File: config.mk
export PLATFORM = sky130hd
export DESIGN_NAME = serial_arith_unit_flat
export DESIGN_NICKNAME = d
export VERILOG_FILES = /design/src/rtl/arith_pkg.sv /design/src/rtl/serial_arith_unit_if.sv /design/src/rtl/serial_arith_unit_slice_adder.sv /design/src/rtl/serial_arith_unit.sv /design/src/flat_wrapper.sv
export SDC_FILE = /design/constraint.sdc
export NUM_CORES = 1
export LEC_CHECK = 0
export CORE_ASPECT_RATIO = 1.75
export CORE_MARGIN = 4
export CORE_UTILIZATION = 55
export DETAILED_ROUTE_END_ITERATION = 12
export GPL_TIMING_DRIVEN = 0
export PLACE_DENSITY = 0.83
export SYNTH_ARGS = -nofsm -noshare
export SYNTH_HDL_FRONTEND = slang
export SYNTH_SLANG_ARGS = --single-unit
File: constraint.sdc
create_clock -name clk -period 6 [get_ports clk]
set_input_delay 1.5 -clock clk [delete_from_list [all_inputs] [get_ports clk]]
set_output_delay 1.5 -clock clk [all_outputs]
set_load 0.02 [all_outputs]
File: src/rtl/arith_pkg.sv
// arith_pkg: shared definitions for serial_arith_unit.
//   - X/Y operand pre-select codes (s[1:0] selects X, s[3:2] selects Y)
//   - FSM state encoding
// Optional feature macro used by the block: ARITH_FLAGS_EN (zero/ovf flags).
package arith_pkg;

  // X pre-select (s[1:0])
  localparam logic [1:0] XSEL_A     = 2'b00;  // A
  localparam logic [1:0] XSEL_NA    = 2'b01;  // ~A
  localparam logic [1:0] XSEL_LSR   = 2'b10;  // A >> 1, zero fill
  localparam logic [1:0] XSEL_LSL   = 2'b11;  // A << 1, zero fill

  // Y pre-select (s[3:2])
  localparam logic [1:0] YSEL_NBORA = 2'b00;  // ~B | A
  localparam logic [1:0] YSEL_B     = 2'b01;  // B
  localparam logic [1:0] YSEL_BORNA = 2'b10;  // B | ~A
  localparam logic [1:0] YSEL_ZERO  = 2'b11;  // 0

  typedef enum logic [1:0] {
    IDLE = 2'd0,
    RUN  = 2'd1,
    DONE = 2'd2
  } state_t;

endpackage

File: src/rtl/serial_arith_unit_if.sv
// serial_arith_unit_if: request/response bundle of serial_arith_unit.
//   Request : in_valid, in_ready, a_in, b_in, s[3:0], csel
//   Response: out_valid, out_ready, result, c_out
//             zero, ovf (only when ARITH_FLAGS_EN is defined)
//   master = producer of requests / consumer of results (testbench, datapath)
//   slave  = the arithmetic unit
interface serial_arith_unit_if #(parameter int WIDTH = 16);
  logic             in_valid;
  logic             in_ready;
  logic [WIDTH-1:0] a_in;
  logic [WIDTH-1:0] b_in;
  logic [3:0]       s;
  logic             csel;
  logic             out_valid;
  logic             out_ready;
  logic [WIDTH-1:0] result;
  logic             c_out;
`ifdef ARITH_FLAGS_EN
  logic             zero;
  logic             ovf;

  modport master (
    output in_valid, a_in, b_in, s, csel, out_ready,
    input  in_ready, out_valid, result, c_out, zero, ovf
  );
  modport slave (
    input  in_valid, a_in, b_in, s, csel, out_ready,
    output in_ready, out_valid, result, c_out, zero, ovf
  );
`else
  modport master (
    output in_valid, a_in, b_in, s, csel, out_ready,
    input  in_ready, out_valid, result, c_out
  );
  modport slave (
    input  in_valid, a_in, b_in, s, csel, out_ready,
    output in_ready, out_valid, result, c_out
  );
`endif
endinterface

File: src/rtl/serial_arith_unit_slice_adder.sv
// slice_adder: combinational SLICE_W-bit adder.
//   i_x, i_y   : slice operands
//   i_cin      : carry in
//   o_sum      : slice sum
//   o_cout     : carry out of the slice MSB
//   o_msb_cin  : carry into the slice MSB (used for signed overflow)
module slice_adder #(
  parameter int SLICE_W = 4
) (
  input  logic [SLICE_W-1:0] i_x,
  input  logic [SLICE_W-1:0] i_y,
  input  logic               i_cin,
  output logic [SLICE_W-1:0] o_sum,
  output logic               o_cout,
  output logic               o_msb_cin
);
  logic [SLICE_W:0] w_full;

  assign w_full = {1'b0, i_x} + {1'b0, i_y} + {{SLICE_W{1'b0}}, i_cin};
  assign o_sum  = w_full[SLICE_W-1:0];
  assign o_cout = w_full[SLICE_W];
  // sum_msb = x ^ y ^ c_in_msb, so the MSB carry-in falls out of the sum bit
  assign o_msb_cin = i_x[SLICE_W-1] ^ i_y[SLICE_W-1] ^ w_full[SLICE_W-1];
endmodule

File: src/rtl/serial_arith_unit.sv
// serial_arith_unit: slice-sequential X + Y + csel over WIDTH bits, SLICE_W
// bits per clock (N = WIDTH/SLICE_W RUN cycles per operation).
//   clk, rst : clock (rising edge), asynchronous active-high reset
//   bus      : serial_arith_unit_if.slave
//              in_valid/in_ready handshake with a_in, b_in, s, csel
//              out_valid/out_ready handshake with result, c_out
//              zero, ovf when ARITH_FLAGS_EN is defined
// Flow: IDLE accepts and captures X/Y/csel, RUN adds one slice per edge
// with the carry held in r_carry, DONE presents the result until out_ready.
module serial_arith_unit
  import arith_pkg::*;
#(
  parameter int WIDTH   = 16,
  parameter int SLICE_W = 4
) (
  input  logic               clk,
  input  logic               rst,
  serial_arith_unit_if.slave bus
);
  localparam int N  = WIDTH / SLICE_W;
  localparam int CW = (N > 1) ? $clog2(N) : 1;

  generate
    if ((WIDTH % SLICE_W) != 0) begin : g_bad_width
      $error("serial_arith_unit: WIDTH must be a multiple of SLICE_W");
    end
  endgenerate

  state_t              r_state;
  logic [WIDTH-1:0]    r_x;
  logic [WIDTH-1:0]    r_y;
  logic [WIDTH-1:0]    r_result;
  logic                r_carry;
  logic [CW-1:0]       r_cnt;
  logic                r_in_ready;
  logic                r_out_valid;
  logic                r_c_out;
`ifdef ARITH_FLAGS_EN
  logic                r_zero;
  logic                r_ovf;
`endif

  logic [WIDTH-1:0]    w_x;
  logic [WIDTH-1:0]    w_y;
  logic [SLICE_W-1:0]  w_xs;
  logic [SLICE_W-1:0]  w_ys;
  logic [SLICE_W-1:0]  w_sum;
  logic                w_cout;
  logic                w_msb_cin;
  logic [WIDTH-1:0]    w_res_nxt;
  logic                w_last;

  // Operand pre-select, evaluated from the live inputs and captured on accept
  always_comb begin
    w_x = bus.a_in;
    case (bus.s[1:0])
      XSEL_A:   w_x = bus.a_in;
      XSEL_NA:  w_x = ~bus.a_in;
      XSEL_LSR: w_x = bus.a_in >> 1;
      default:  w_x = bus.a_in << 1;
    endcase
  end

  always_comb begin
    w_y = '0;
    case (bus.s[3:2])
      YSEL_NBORA: w_y = ~bus.b_in | bus.a_in;
      YSEL_B:     w_y = bus.b_in;
      YSEL_BORNA: w_y = bus.b_in | ~bus.a_in;
      default:    w_y = '0;
    endcase
  end

  assign w_xs   = r_x[int'(r_cnt)*SLICE_W +: SLICE_W];
  assign w_ys   = r_y[int'(r_cnt)*SLICE_W +: SLICE_W];
  assign w_last = (r_cnt == CW'(N-1));

  slice_adder #(.SLICE_W(SLICE_W)) u_slice (
    .i_x       (w_xs),
    .i_y       (w_ys),
    .i_cin     (r_carry),
    .o_sum     (w_sum),
    .o_cout    (w_cout),
    .o_msb_cin (w_msb_cin)
  );

  // Result with the current slice merged in; on the last slice this is the
  // final value, so the zero flag can be registered alongside it.
  always_comb begin
    w_res_nxt = r_result;
    w_res_nxt[int'(r_cnt)*SLICE_W +: SLICE_W] = w_sum;
  end

  always_ff @(posedge clk or posedge rst) begin
    if (rst) begin
      r_state     <= IDLE;
      r_x         <= '0;
      r_y         <= '0;
      r_result    <= '0;
      r_carry     <= 1'b0;
      r_cnt       <= '0;
      r_in_ready  <= 1'b1;
      r_out_valid <= 1'b0;
      r_c_out     <= 1'b0;
`ifdef ARITH_FLAGS_EN
      r_zero      <= 1'b0;
      r_ovf       <= 1'b0;
`endif
    end else begin
      case (r_state)
        IDLE: begin
          if (bus.in_valid) begin
            r_x        <= w_x;
            r_y        <= w_y;
            r_carry    <= bus.csel;
            r_cnt      <= '0;
            r_in_ready <= 1'b0;
            r_state    <= RUN;
          end
        end
        RUN: begin
          r_result <= w_res_nxt;
          r_carry  <= w_cout;
          if (w_last) begin
            r_cnt       <= '0;
            r_c_out     <= w_cout;
            r_out_valid <= 1'b1;
            r_state     <= DONE;
`ifdef ARITH_FLAGS_EN
            r_zero      <= (w_res_nxt == '0);
            r_ovf       <= w_msb_cin ^ w_cout;
`endif
          end else begin
            r_cnt <= r_cnt + 1'b1;
          end
        end
        DONE: begin
          if (bus.out_ready) begin
            r_out_valid <= 1'b0;
            r_in_ready  <= 1'b1;
            r_state     <= IDLE;
          end
        end
        default: begin
          r_state     <= IDLE;
          r_in_ready  <= 1'b1;
          r_out_valid <= 1'b0;
        end
      endcase
    end
  end

  assign bus.in_ready  = r_in_ready;
  assign bus.out_valid = r_out_valid;
  assign bus.result    = r_result;
  assign bus.c_out     = r_c_out;
`ifdef ARITH_FLAGS_EN
  assign bus.zero      = r_zero;
  assign bus.ovf       = r_ovf;
`endif

endmodule
File: src/flat_wrapper.sv
// flat-port wrapper written by rule: the top's interface ports become plain ports
module serial_arith_unit_flat import arith_pkg::*;
#(
  parameter int WIDTH   = 16,
  parameter int SLICE_W = 4
)
  (clk, rst, bus_in_valid, bus_a_in, bus_b_in, bus_s, bus_csel, bus_out_ready, bus_in_ready, bus_out_valid, bus_result, bus_c_out);
  serial_arith_unit_if #(.WIDTH(WIDTH)) bus_i ();
  input  logic clk;
  input  logic rst;
  input wire logic [$bits(bus_i.in_valid)-1:0] bus_in_valid;
  input wire logic [$bits(bus_i.a_in)-1:0] bus_a_in;
  input wire logic [$bits(bus_i.b_in)-1:0] bus_b_in;
  input wire logic [$bits(bus_i.s)-1:0] bus_s;
  input wire logic [$bits(bus_i.csel)-1:0] bus_csel;
  input wire logic [$bits(bus_i.out_ready)-1:0] bus_out_ready;
  output wire logic [$bits(bus_i.in_ready)-1:0] bus_in_ready;
  output wire logic [$bits(bus_i.out_valid)-1:0] bus_out_valid;
  output wire logic [$bits(bus_i.result)-1:0] bus_result;
  output wire logic [$bits(bus_i.c_out)-1:0] bus_c_out;
  assign bus_i.in_valid = bus_in_valid;
  assign bus_i.a_in = bus_a_in;
  assign bus_i.b_in = bus_b_in;
  assign bus_i.s = bus_s;
  assign bus_i.csel = bus_csel;
  assign bus_i.out_ready = bus_out_ready;
  assign bus_in_ready = bus_i.in_ready;
  assign bus_out_valid = bus_i.out_valid;
  assign bus_result = bus_i.result;
  assign bus_c_out = bus_i.c_out;
  serial_arith_unit #(.WIDTH(WIDTH), .SLICE_W(SLICE_W)) u_core (.clk(clk), .rst(rst), .bus(bus_i));
endmodule
==> impl_metrics.py <==
metrics = {
    "power": {
        "p_sw_uw": 775.5,
        "leakagePower_nw": 1.795,
        "power_density_mw_per_mm2": 449.4,
        "switching_share_pct": 41.64,
        "power_frac_clock_pct": 10.7,
        "p_int_mw": 1.087,
        "max-vdd-ir-drop_v": 0.0001977,
        "p_comb_share_pct": 54.4,
        "pwr-share-seq_pct": 34.8,
    },
    "global_routing": {
        "grt_max_degree": 37,
        "grt_pass1_wl_um": 13540,
        "grt_overflow": 0,
        "grt_usage_pct": 23.97,
        "grt_pass1_vias": 2901,
        "antenna_found_initial": 0,
    },
    "sta": {
        "rsz0062_at_grt": "false",
        "finalCritPeriodShare_pct": 49.71,
        "relSlewSlack_pct": 68.78,
        "clock.fmax_ghz": 0.3353,
        "slew_violations": 0,
        "tightest_slew_ps": 467.1,
        "period_needed_ps": 2982,
        "finClkSkew_ps": 4.619,
        "setup-violations-final": 0,
        "holdWs_ps": 486.4,
        "finalSetupTns_ps": 0,
        "hold_viol_final": 0,
    },
    "outcome": {
        "status": "finished clean",
    },
    "floorplan": {
        "rows": 37,
        "pin_count": 60,
        "die_height_um": 111.6,
        "placeableCoreArea_mm2": 0.005926,
        "fp.dieW_um": 67.21,
        "start_util_pct": 56.95,
        "dieArea_mm2": 0.007502,
    },
    "clock_tree": {
        "cts_sinks": 56,
        "htreeDepth": 2,
        "ctsResizeCount": 0,
        "path_clk_slew_ps": 90,
        "tritoncts": "built",
        "numCtsBuffers": 5,
        "clockBufferDepth": 2,
        "clk_latency_ps": 310,
        "postCtsSetupBuffers": 0,
        "ctsHoldBuffers": 0,
        "root_buffer": "clkbuf_8",
    },
    "setup_path": {
        "startpoint_type": "register",
        "cp_data_required_time_ps": 6190,
        "cp_num_buf_inv": 1,
        "critPathTopFamily": "adder cells",
        "ff2ff_setup_slack_ps": 3020,
        "r2r.worst_path.cells": 7,
        "crit_chain": "buf_2 > mux4_2 > fa_1 > fa_1 > a21o_1 > a21oi_1 > o221ai_1",
        "worst-setup-path-type": "reg2reg",
        "critical_path.most_common_cell": "fa_1",
        "cpMaxStageDelayCell": "mux4_2",
        "arrival_ps": 3170,
        "worst-path-stages": 7,
        "slowest_delay_ps": 550,
        "crit_path_end_kind": "register",
        "path_max_fanout": 10,
    },
    "routing": {
        "routed.top_layer": "met4",
        "first_pass_iters": 4,
        "routed_wl_um": 8392,
        "drc": 0,
        "first_iter_violations": 106,
        "wl_met1_um": 3007,
        "drtAntennaViolNets": 0,
        "vias": 2727,
        "drt-vias-per-instance": 5.865,
        "met2WireLength_um": 4672,
        "met3_length_um": 341,
        "wl_per_cell_um": 18.05,
    },
    "yosys": {
        "yosys.area_share.simple_pct": 12.27,
        "synth.avg_cell_area_um2": 10.48,
        "postSynthCellCount": 322,
        "synth_compound_area_share_pct": 18.24,
        "async_flop_share_pct": 100.0,
        "synth_flop_cell": "dfrtp_1",
        "synth_area_mm2": 0.003374,
        "synthesis.nets": 374,
        "ys_types": 42,
        "synth_xor_area_share_pct": 4.412,
        "synth_adder_area_share_pct": 4.524,
        "yosys-mux-area-fraction_pct": 14.83,
        "synth-edff-count": 0,
        "synth_seq_cells": 56,
        "yosysWarnings": 0,
        "seq_area_frac_synth_pct": 41.56,
        "synth_top_family_by_area": "compound AO/OA/AOI/OAI gates",
    },
    "min_path": {
        "whs_path_depth": 2,
        "hp-class": "reg2reg",
    },
    "final_layout": {
        "antenna_cells": 0,
        "regArea_mm2": 0.001403,
        "drive_above_1_share_pct": 13.95,
        "layout_common_cells": "clkdlybuf4s50_1 (57), dfrtp_1 (55), nand2_1 (38)",
        "final_common_cell": "clkdlybuf4s50_1",
        "area_delta_synth_final_pct": 22.80,
        "multi_input_area_mm2": 0.001832,
        "fill_cells": 468,
        "fin_nets": 439,
    },
    "placement": {
        "dp_hpwl_um": 6861,
        "numPortBuffers": 57,
        "gp_congestion": 0.9748,
    },
    "flow_run": {
        "max_cap_viol_count": 0,
    },
}
[registers in the layout, summed over array words and instances (netlist names)]
| name | flops |
|---|---|
| u_core.bus.in_ready | 1 |
| u_core.r_x | 16 |
| u_core.r_cnt | 2 |
| u_core.r_state | 2 |
| u_core.bus.out_valid | 1 |
| u_core.r_carry | 1 |
| u_core.r_y | 16 |
| u_core.bus.result | 16 |
| u_core.bus.c_out | 1 |
[worst register-to-register path, delay by kind of cell, from the launching register on]
family / cells / cell delay (ps)
fa+ha+maj: 2 / 860
flops: 1 / 530
compound gates: 3 / 590
mux: 1 / 550
buf+inv: 1 / 330
[power by group through the flow]
stage | Sequential (mW) | Combinational (mW) | Clock, mW
finish | 0.649 | 1.01 | 0.200
detailed placement | 0.658 | 1.02 | 0
CTS | 0.650 | 1.02 | 0.205
global placement | 0.645 | 0.982 | 0
global route | 0.668 | 1.12 | 0.215
floorplan | 0.682 | 0.645 | 0
[metal layers]
metal | GRT usage, % | up-vias
met3 | 4.036 | 25
met5 | 0 | -
met4 | 12.20 | 0
li1 | - | 1308
met1 | 24.28 | 1300
met2 | 44.48 | 94
[synthesized netlist by cell type, types with 2 or more instances]
master    instances  area share [%]
inv_1             5            0.56
o221ai_1         15             3.9
nand2b_1         16             3.0
nand2_1          38             4.2
o21ai_0          32             4.7
a22o_1           13             3.4
nor2_1            5            0.56
nand3b_1          3            0.67
mux2i_1          14             4.2
nand3_1           4            0.59
and3_1            2            0.37
ha_1              9             3.3
dfrtp_1          55              41
mux2_2           16             5.3
buf_2            13             1.9
o31ai_1           2            0.44
a21oi_1          19             2.8
buf_6             2            0.67
clkbuf_1          8            0.89
fa_1              2             1.2
a32o_1            4             1.2
xnor2_1           2            0.52
xor2_1           15             3.9
mux4_2            8             5.3
nor2b_1           2            0.37
nor4b_2           2            0.89
[layout make-up]
type                            instances  area share (%)
Buffer                                 24           2.929
Clock buffer                            6           1.751
Clock inverter                          1          0.2114
Inverter                                5          0.4529
Multi-Input combinational cell        237           44.20
Sequential cell                        56           33.85
Tap cell                               78           2.355
Timing Repair Buffer                   58           14.25
[worst paths after layout]
check                                 from              endpoint
max in group asynchronous              rst         u_core.r_y[0]
min reg2reg                  u_core.r_y[8]         u_core.r_y[8]
max reg2reg                u_core.r_cnt[0]        u_core.r_carry
min                          u_core.r_y[8]         u_core.r_y[8]
max                        u_core.r_cnt[0]        u_core.r_carry
min in group asynchronous              rst  u_core.bus.result[4]
[metrics by stage]
step                      utilization [%]  area, um^2  instances  setup WS, ps  total power, mW
after floorplan                         -        3374        322          3130            1.327
after global placement              68.22        4043        457          2217            1.626
after detailed placement            68.56        4063        458          2833            1.678
after CTS                           69.93        4144        465          2980            1.878
after global routing                69.93        4144        465          2813            2.003
final                               69.93        4144        465          3018            1.862
[cell families (layout without fill, tap and decap cells)]
kind of cell             count (synthesis)  in the layout
XOR/XNOR                                17             17
buffers and inverters                   29             94
multiplexers                            38             38
flip-flops                              56             56
AO/OA/AOI/OAI                           92             92
adder cells (fa/ha/maj)                 11             11
AND/OR/NAND/NOR                         79             79
Power figures use the tool's default switching activity.
